### config.mk
export PLATFORM = sky130hd
export DESIGN_NAME = multiplicador_secuencial
export DESIGN_NICKNAME = d
export VERILOG_FILES = /design/src/rtl/multiplicador_pkg.sv /design/src/rtl/multiplicador_secuencial.sv
export SDC_FILE = /design/constraint.sdc
export NUM_CORES = 1
export LEC_CHECK = 0
export CAP_MARGIN = 0
export CORE_MARGIN = 3
export CORE_UTILIZATION = 50
export CTS_CLUSTER_SIZE = 25
export DETAILED_ROUTE_END_ITERATION = 10
export PLACE_DENSITY = 0.73
export SLEW_MARGIN = 20
export SYNTH_ARGS = -nofsm -noshare
export SYNTH_HDL_FRONTEND = slang
export SYNTH_SLANG_ARGS = --single-unit
### constraint.sdc
create_clock -name clk -period 3.1 [get_ports clk]
set_input_delay 0.62 -clock clk [delete_from_list [all_inputs] [get_ports clk]]
set_output_delay 0.62 -clock clk [all_outputs]
set_load 0.02 [all_outputs]
### src/rtl/multiplicador_pkg.sv
`default_nettype none
// ============================================================================
// Module      : multiplicador_pkg
// Description : Shared types for the sequential shift-add multiplier.
// Revision    : 1.0 - initial release
// ============================================================================
package multiplicador_pkg;

  typedef enum logic [1:0] {
    IDLE = 2'd0,
    BUSY = 2'd1,
    DONE = 2'd2
  } state_e;

endpackage
`default_nettype wire

### src/rtl/multiplicador_secuencial.sv
`default_nettype none
// ============================================================================
// Module      : multiplicador_secuencial
// Description : Radix-2 shift-add multiplier, signed/unsigned, fixed WIDTH-cycle latency.
// Revision    : 1.0 - initial release
// ============================================================================
module multiplicador_secuencial
  import multiplicador_pkg::*;
#(
  parameter int WIDTH = 8
) (
  input  logic               clk,
  input  logic               rst,
  input  logic               in_valid,
  output logic               in_ready,
  input  logic [WIDTH-1:0]   a,
  input  logic [WIDTH-1:0]   b,
  input  logic               signed_mode,
  output logic               out_valid,
  input  logic               out_ready,
  output logic [2*WIDTH-1:0] c
);

  localparam int CW = $clog2(WIDTH + 1);
  localparam logic [CW-1:0] LAST_STEP = CW'(WIDTH - 1);

  state_e             state_q, state_d;
  logic [CW-1:0]      cnt_q, cnt_d;
  logic [WIDTH-1:0]   mcand_q, mcand_d;
  logic [2*WIDTH-1:0] acc_q, acc_d;
  logic               neg_q, neg_d;

  logic               accept;
  logic [WIDTH-1:0]   mag_a, mag_b;
  logic [WIDTH:0]     sum;
  logic [2*WIDTH-1:0] acc_neg;

  assign accept = in_valid && in_ready;

  // Signed operands are reduced to magnitudes; the most negative value maps to 2**(WIDTH-1).
  assign mag_a = (signed_mode && a[WIDTH-1]) ? (~a + {{(WIDTH-1){1'b0}}, 1'b1}) : a;
  assign mag_b = (signed_mode && b[WIDTH-1]) ? (~b + {{(WIDTH-1){1'b0}}, 1'b1}) : b;

  assign sum = {1'b0, acc_q[2*WIDTH-1:WIDTH]} + {1'b0, (acc_q[0] ? mcand_q : {WIDTH{1'b0}})};
  assign acc_neg = ~acc_q + {{(2*WIDTH-1){1'b0}}, 1'b1};

  always_ff @(posedge clk or posedge rst) begin
    if (rst) begin
      state_q <= IDLE;
    end else begin
      state_q <= state_d;
    end
  end

  always_comb begin
    state_d = state_q;
    case (state_q)
      IDLE:    if (in_valid)             state_d = BUSY;
      BUSY:    if (cnt_q == LAST_STEP)   state_d = DONE;
      DONE:    if (out_ready)            state_d = IDLE;
      default:                           state_d = IDLE;
    endcase
  end

  always_comb begin
    in_ready  = 1'b0;
    out_valid = 1'b0;
    case (state_q)
      IDLE:    in_ready  = 1'b1;
      DONE:    out_valid = 1'b1;
      default: ;
    endcase
  end

  // Upper half of acc accumulates partial products; lower half holds the shifting multiplier.
  always_comb begin
    cnt_d   = cnt_q;
    mcand_d = mcand_q;
    acc_d   = acc_q;
    neg_d   = neg_q;
    if (accept) begin
      cnt_d   = '0;
      mcand_d = mag_a;
      acc_d   = {{WIDTH{1'b0}}, mag_b};
      neg_d   = signed_mode && (a[WIDTH-1] ^ b[WIDTH-1]);
    end else if (state_q == BUSY) begin
      cnt_d = cnt_q + CW'(1);
      acc_d = {sum, acc_q[WIDTH-1:1]};
    end
  end

  always_ff @(posedge clk or posedge rst) begin
    if (rst) begin
      cnt_q   <= '0;
      mcand_q <= '0;
      acc_q   <= '0;
      neg_q   <= 1'b0;
    end else begin
      cnt_q   <= cnt_d;
      mcand_q <= mcand_d;
      acc_q   <= acc_d;
      neg_q   <= neg_d;
    end
  end

  assign c = out_valid ? (neg_q ? acc_neg : acc_q) : '0;

endmodule
`default_nettype wire

==> results.md, run 1 <==
* Ports placed on the boundary at 39
* Final net count at approximately 350
* RSZ-0062 raised after global routing: true
* Antenna Nets Post-Route at 0
* Highest achievable clock rate at ~0.33 GHz
* Final weighted congestion of routability-driven global placement at 0.796
* Number of remaining DRC errors at 0
* Post-Synthesis Cell Area at 2240 µm²
* Average footprint of a synthesized cell at 8.06 µm²
* Setup TNS at 0 ns
* Clock transition at the registers of the reported paths at 0.06 ns
* Data arrival at the endpoint of the critical path at about 2.4 ns
* Area added between synthesis and finish at 23.5%
* Number of buffers inserted during clock tree synthesis at 5
* Die X at 72.9 µm
* Routed WL per cell at 12.8 µm
* Core area at 4170 µm²
* Post-DR vias/cell at 5.41
* Worst Path Class, Setup: reg2out
* Initial antenna violation count at 0
* Setup violation total in the final timing report at 0
* Initial Util at a little over half
* Cell Pwr Density at 810 nW/µm²
* Clock Sinks at 31
* Later-pin clock latency in the skew report at 0.28 ns
* DP Worst Slack at 0.0654 ns
* Worst setup EP type: primary output
* Routed wire length at 4.67 mm
* Count of port buffers added during placement at 38
* Diodes inserted at 0
* TritonCTS clock tree: built
* DP Cell Count at approximately 360
* Post-Synthesis Cells at approximately 280
* Setup skew after layout at 0.00215 ns
* Max-capacitance violation count at 0
* Overflow left after global routing at 0
* Number of failing hold endpoints at the final stage at 0
* Share of layout cells above drive strength 1 at under 10%
* Hold Crit Depth at 2
* Min-Delay Path Class: reg2reg
* Net count after synthesis at between 300 and 400
* Yosys warning total at 0
* Final period utilization at 96.8%
* Root buffer cell: sky130_fd_sc_hd__clkbuf_8
* Final Slew Violations at 0
* Number of global-route vias before repair at 1827
* Y dimension of the die at 72.9 µm
* Core Rows at 23
* Bufs on Longest Clock Path at 2
* Post-synth cell types at 37
* Yosys reg bits at 31
* Max-slew headroom at the worst pin at 39.2%
* Total track usage at between 10% and 20%
* Shortest period the worst path allows at 3.00 ns
* Fill cell instance count of the final layout at 364
* Final hold slack at 0.468 ns
* Worst-case vdd ir drop at about 0.29 mV
* Placement Cell Area at 2680 µm²
* First-pass GRT wire length at 8.14 mm
* Detailed placement HPWL at roughly 3.6 mm
* Maximum fanout along the worst path at 3
* Detailed Routing Iterations Pass 1 at 4
* Hold Buf Count CTS at 0
* Element type at the critical path start: register
* Sequential-to-total area share from yosys stat at 34.6%
* Leakage power summed over all cells at around 0.0013 µW
* Path depth of the worst reg2reg path at 9
* CTS H-tree lvls at 2
* Required time at the worst-slack endpoint at roughly 2.5 ns
* Number of DRC markers in iteration 0 at 84
* Number of standard cells in the layout, taps in and fillers out at 364
* Outcome: finished, final reports clean
* Pin slew with the least headroom to its limit at 0.912 ns
* Pin count of the biggest net entering global routing at 32
* Post-Layout Inst Area at 2770 µm²
* Minimum setup slack in the final design at 0.100 ns
* Full die area at 5320 µm²
* Via total after detailed routing at 1969
[flip-flops by register name, summed over array words and instances, names as in the netlist]
register	flops
state_q	2
neg_q	1
acc_q	16
mcand_q	8
cnt_q	4
[report_power, final]
part	internal, µW	switching (µW)
Sequential	598	202
Clock	149	132
Combinational	516	643
[area by class of cell]
cell class | count | area (µm²) | share of cell area, %
Tap cell | 50 | 62.6 | 2.26
Clock buffer | 6 | 72.6 | 2.62
Multi-Input combinational cell | 223 | 1390 | 50.3
Timing Repair Buffer | 45 | 430 | 15.6
Inverter | 9 | 33.8 | 1.22
Sequential cell | 31 | 776 | 28.0
[worst max-delay path, cell delays in order (launching register included)]
cell and delay (ns):
sky130_fd_sc_hd__dfrtp_1 0.38, sky130_fd_sc_hd__or4_4 0.55, sky130_fd_sc_hd__or3_4 0.36, sky130_fd_sc_hd__o31ai_1 0.26
sky130_fd_sc_hd__xor2_1 0.17, sky130_fd_sc_hd__nor2_1 0.05, sky130_fd_sc_hd__dlygate4sd2_1 0.34
[stage by stage]
step	total power, µW	utilization [%]
6_report	2240	66.3
5_1_grt	2480	66.3
2_1_floorplan	1650	-
3_3_place_gp	1920	64.2
3_5_place_dp	1960	64.2
4_1_cts	2240	66.0
[cells in the mapped netlist (all sizes together)]
library cell,count,area share [%]
a21o,2,0.67
nor3b,1,0.34
inv,9,1.5
nand2b,4,1.1
nor2,30,5.0
a211oi,3,1.0
buf,2,0.34
dfrtp,31,35
nor2b,2,0.56
a21oi,8,1.8
fa,1,0.89
o41ai,4,1.9
and3,1,0.28
or3,4,1.3
o21ai,28,6.3
nand2,41,6.9
a31oi,9,2.5
and2,9,2.5
or4,1,0.50
nand3,15,3.3
nor4,1,0.28
o21a,1,0.34
xor2,24,9.4
xnor2,6,2.3
nand4,1,0.28
o211ai,1,0.34
clkbuf,13,2.2
mux2i,2,0.89
o221ai,1,0.39
o32ai,1,0.39
ha,12,6.7
a311o,1,0.45
o31ai,5,1.7
nor3,3,0.67
o21bai,1,0.34
[final timing paths]
| check | slack [ns] | start | to |
|---|---|---|---|
| worst max register to register | 0.57 | acc_q[0]$_DFFE_PP0P_ | acc_q[13]$_DFFE_PP0P_ |
| worst min register to register | 0.47 | mcand_q[2]$_DFFE_PP0P_ | mcand_q[2]$_DFFE_PP0P_ |
| worst max-delay path | 0.10 | acc_q[7]$_DFFE_PP0P_ | c[14] |
| worst min-delay path | 0.47 | mcand_q[2]$_DFFE_PP0P_ | mcand_q[2]$_DFFE_PP0P_ |
| max in group asynchronous | 2.09 | rst | acc_q[5]$_DFFE_PP0P_ |
| min in group asynchronous | 0.73 | rst | mcand_q[0]$_DFFE_PP0P_ |
[layer usage]
metal | vias up | share of wire (%) | wire, µm | GRT usage (%)
li1 | 1030 | - | - | -
met1 | 893 | 50 | 2320 | 25.4
met2 | 40 | 45 | 2110 | 31.8
met3 | 6 | 4.1 | 191 | 4.41
met4 | 0 | 1.2 | 55 | 4.30
met5 | - | 0 | 0 | 0
[cells in the final DEF, fill, tap and decap left out, types with 2 or more instances in the layout]
master                            Yosys  layout
sky130_fd_sc_hd__a211oi_1             3       3
sky130_fd_sc_hd__a21o_1               2       2
sky130_fd_sc_hd__a21oi_1              8       8
sky130_fd_sc_hd__a31oi_1              9       9
sky130_fd_sc_hd__and2_1               9       9
sky130_fd_sc_hd__buf_4                0       7
sky130_fd_sc_hd__clkbuf_8             0       5
sky130_fd_sc_hd__clkdlybuf4s50_1      0      33
sky130_fd_sc_hd__dfrtp_1             31      31
sky130_fd_sc_hd__dlygate4sd2_1        0       2
sky130_fd_sc_hd__dlymetal6s2s_1       0       2
sky130_fd_sc_hd__ha_1                12      12
sky130_fd_sc_hd__inv_1                9       9
sky130_fd_sc_hd__mux2i_1              2       2
sky130_fd_sc_hd__nand2_1             41      40
sky130_fd_sc_hd__nand2b_1             4       4
sky130_fd_sc_hd__nand3_1             15      15
sky130_fd_sc_hd__nor2_1              30      30
sky130_fd_sc_hd__nor2b_1              2       2
sky130_fd_sc_hd__nor3_1               3       3
sky130_fd_sc_hd__o21ai_0             28      26
sky130_fd_sc_hd__o21ai_1              0       2
sky130_fd_sc_hd__o31ai_1              5       5
sky130_fd_sc_hd__o41ai_1              3       2
sky130_fd_sc_hd__o41ai_2              1       2
sky130_fd_sc_hd__or3_1                3       3
sky130_fd_sc_hd__xnor2_1              6       6
sky130_fd_sc_hd__xor2_1              24      24
[repair_timing]
action | 4_1_cts | 5_1_grt
resized for setup | 4 | 8
endpoints found under the setup margin | 5 | 6
endpoints found under the hold margin | 0 | 0
setup buffers | 0 | 0
[cell families after synthesis]
kind of cell / Yosys count / synth area share, %
and+or+nand+nor: 113 / 23.1
adders and majority gates: 13 / 7.59
AOI/OAI and AO/OA: 65 / 18.0
xor gates and xnor gates: 30 / 11.7
muxes: 2 / 0.893
DFF: 31 / 34.6
buffers and inverters: 24 / 4.02
No activity file was read; power rests on OpenSTA's default activity.
==> run 2: changes to the inputs <==
--- a/config.mk
+++ b/config.mk
@@ -10,6 +10,7 @@
 export CORE_UTILIZATION = 50
 export CTS_CLUSTER_SIZE = 25
 export DETAILED_ROUTE_END_ITERATION = 10
+export HOLD_SLACK_MARGIN = 0.05
 export PLACE_DENSITY = 0.73
 export SLEW_MARGIN = 20
 export SYNTH_ARGS = -nofsm -noshare
==> results of run 2 <==
Same layout as run 1: the final DEF is identical, and so are final timing and power.
==> run 3: changes to the inputs <==
--- a/config.mk
+++ b/config.mk
@@ -6,12 +6,10 @@
 export NUM_CORES = 1
 export LEC_CHECK = 0
 export CAP_MARGIN = 0
-export CORE_MARGIN = 3
-export CORE_UTILIZATION = 50
+export CORE_UTILIZATION = 34
 export CTS_CLUSTER_SIZE = 25
 export DETAILED_ROUTE_END_ITERATION = 10
 export HOLD_SLACK_MARGIN = 0.05
-export PLACE_DENSITY = 0.73
 export SLEW_MARGIN = 20
 export SYNTH_ARGS = -nofsm -noshare
 export SYNTH_HDL_FRONTEND = slang
==> run 3 against run 2 <==
Compared with the run above: non-clock buffer count up 1; clock skew up 0.0042 ns; cell count up 8.2%; die area up 30%; design area up 3.7%; critical endpoint unchanged.
==> results.md, run 3 (synthesized netlist as in run 1, its figures left out) <==
* Outcome: finished, final reports clean (unchanged)
* Setup violation total in the final timing report at 0 (unchanged)
* Final hold slack at 0.471 ns (was 0.468 ns)
* Final net count at 350 (was 349)
* Initial Util at 35.3% (was 53.7%)
* Full die area at 6920 µm² (was 5320 µm²)
* FF-to-FF setup slack at 0.55 ns (was 0.57 ns)
* Setup TNS at 0 ns (unchanged)
* Series of cell instances along the critical path: or4_4 > or3_4 > o31ai_1 > xor2_1 > nor2_1 > dlygate4sd2_1 (unchanged)
* Maximum cell stage delay along the critical path at 0.54 ns (was 0.55 ns)
* Fill cell instance count of the final layout at 642 (was 364)
* First-pass GRT wire length at 9.02 mm (was 8.14 mm)
* Routed wire length at 5.04 mm (was 4.67 mm)
* Root buffer cell: sky130_fd_sc_hd__clkbuf_8 (unchanged)
* Total track usage at 16.0% (was 19.1%)
* Final weighted congestion of routability-driven global placement at 0.765 (was 0.796)
* Cell class contributing the biggest share of worst-path delay: simple AND/OR/NAND/NOR gates (unchanged)
* Number of failing hold endpoints at the final stage at 0 (unchanged)
* Flip-flop count of the largest register after layout at 16 (unchanged)
* TritonCTS clock tree: built (unchanged)
* CTS H-tree lvls at 2 (unchanged)
* Max-capacitance violation count at 0 (unchanged)
* Final Slew Violations at 0 (unchanged)
* Element type at the critical path start: register (unchanged)
* RSZ-0062 raised after global routing: false (was true)
* Hold Buf Count CTS at 0 (unchanged)
* Clock transition at the registers of the reported paths at 0.07 ns (was 0.06 ns)
* Via total after detailed routing at 2003 (was 1969)
* Ports placed on the boundary at 39 (unchanged)
* Core area at 6350 µm² (was 4170 µm²)
* Most frequent cells in the layout: sky130_fd_sc_hd__nand2_1 (41), sky130_fd_sc_hd__dfrtp_1 (31), sky130_fd_sc_hd__clkdlybuf4s50_1 (31) (was sky130_fd_sc_hd__nand2_1 (40), sky130_fd_sc_hd__clkdlybuf4s50_1 (33), sky130_fd_sc_hd__dfrtp_1 (31))
* Post-Layout Inst Area at 2870 µm² (was 2770 µm²)
* Cell Pwr Density at 840 nW/µm² (was 810 nW/µm²)
* Die X at 83.2 µm (was 72.9 µm)
* Number of DRC markers in iteration 0 at 86 (was 84)
* Number of buffers inserted during clock tree synthesis at 5 (unchanged)
* Maximum fanout along the worst path at 3 (unchanged)
* Highest achievable clock rate at 0.335 GHz (was 0.333 GHz)
* Crit path max-delay cell type: sky130_fd_sc_hd__or4_4 (unchanged)
* Top Registers: acc_q (16), mcand_q (8), cnt_q (4) (unchanged)
* Top reg by flops: acc_q (unchanged)
* Worst setup EP type: primary output (unchanged)
* Clock Sinks at 31 (unchanged)
* Detailed Routing Iterations Pass 1 at 6 (was 4)
* Pin count of the biggest net entering global routing at 32 (unchanged)
* Minimum setup slack in the final design at 0.115 ns (was 0.100 ns)
* Required time at the worst-slack endpoint at 2.48 ns (about the same)
* Placement Cell Area at 2720 µm² (was 2680 µm²)
* Final period utilization at 96.3% (was 96.8%)
* Number of global-route vias before repair at 1942 (was 1827)
* Bufs on Longest Clock Path at 2 (unchanged)
* Pin slew with the least headroom to its limit at 0.921 ns (was 0.912 ns)
* Shortest period the worst path allows at 2.98 ns (was 3.00 ns)
* Worst Path Class, Setup: reg2out (unchanged)
* Later-pin clock latency in the skew report at 0.28 ns (about the same)
* Setup skew after layout at 0.00640 ns (was 0.00215 ns)
* Diodes inserted at 0 (unchanged)
* Area added between synthesis and finish at 28.0% (was 23.5%)
* Overflow left after global routing at 0 (unchanged)
* Critical path buffer and inverter count at 1 (unchanged)
* Routed WL per cell at 12.8 µm (about the same)
* Y dimension of the die at 83.2 µm (was 72.9 µm)
* Leakage power summed over all cells at 0.00132 µW (was 0.00125 µW)
* Antenna Nets Post-Route at 0 (unchanged)
* Worst-case vdd ir drop at 0.451 mV (was 0.295 mV)
* Core Rows at 29 (was 23)
* DP Worst Slack at 0.0649 ns (was 0.0654 ns)
* Number of remaining DRC errors at 0 (unchanged)
* Data arrival at the endpoint of the critical path at 2.36 ns (was 2.38 ns)
* Count of port buffers added during placement at 38 (unchanged)
* Initial antenna violation count at 0 (unchanged)
* Detailed placement HPWL at 3.78 mm (was 3.63 mm)
* Max-slew headroom at the worst pin at 38.6% (was 39.2%)
* Min-Delay Path Class: reg2reg (unchanged)
* Post-DR vias/cell at 5.08 (was 5.41)
* Share of layout cells above drive strength 1 at 7.89% (was 6.05%)
* Most common cell after layout, fill and taps aside: sky130_fd_sc_hd__nand2_1 (unchanged)
run 3: cell count changes in the layout (fill, tap and decap cells not counted), sizes merged:
cell / before / now
clkinv: 0 / 1
bufinv: 0 / 1
dlymetal6s2s: 2 / 4
buf: 7 / 8
clkdlybuf4s50: 33 / 31
run 3: worst paths after layout:
kind | start | end | cells past startpoint
worst max-delay path | acc_q[7]$_DFFE_PP0P_ | c[14] | 6
worst min-delay path | mcand_q[3]$_DFFE_PP0P_ | mcand_q[3]$_DFFE_PP0P_ | 2
worst max register to register | acc_q[0]$_DFFE_PP0P_ | acc_q[13]$_DFFE_PP0P_ | 9
worst min register to register | mcand_q[3]$_DFFE_PP0P_ | mcand_q[3]$_DFFE_PP0P_ | 2
max in group asynchronous | rst | acc_q[3]$_DFFE_PP0P_ | 3
min in group asynchronous | rst | mcand_q[1]$_DFFE_PP0P_ | 3
run 3: repair_timing:
action	in CTS	in global routing
endpoints found under the setup margin	5	6
gates resized for setup	5	9
setup buffers	0	0
run 3: metal layers:
layer  global-route usage [%]  wire length (µm)
met1                     20.7              2410
met2                     26.4              2370
met3                     3.48               205
met4                     5.64                55
met5                        0                 0
run 3: final cells by class:
cell class,instances,area (µm²),share of cell area (%)
Clock buffer,6,82.6,2.88
Clock inverter,2,35.0,1.22
Inverter,9,33.8,1.18
Multi-Input combinational cell,223,1400,48.9
Sequential cell,31,776,27.1
Tap cell,77,96.3,3.36
Timing Repair Buffer,46,443,15.4
run 3: report_power, final:
part	switching [µW]	internal, µW
sequential	213	597
clock	159	260
combinational	656	525
total	1030	1380
run 3: worst min-delay path, stage by stage, from the launching register on:
cell and delay [ns]:
sky130_fd_sc_hd__dfrtp_1 0.34, sky130_fd_sc_hd__nand2_1 0.04, sky130_fd_sc_hd__o21ai_0 0.06
run 3: stage by stage:
step / utilization [%] / total power, µW / cells
floorplan: - / 1650 / 278
global placement: 42.9 / 1950 / 386
detailed placement: 42.9 / 1980 / 386
CTS: 44.8 / 2410 / 394
global route: 45.2 / 2660 / 394
finish: 45.2 / 2410 / 394
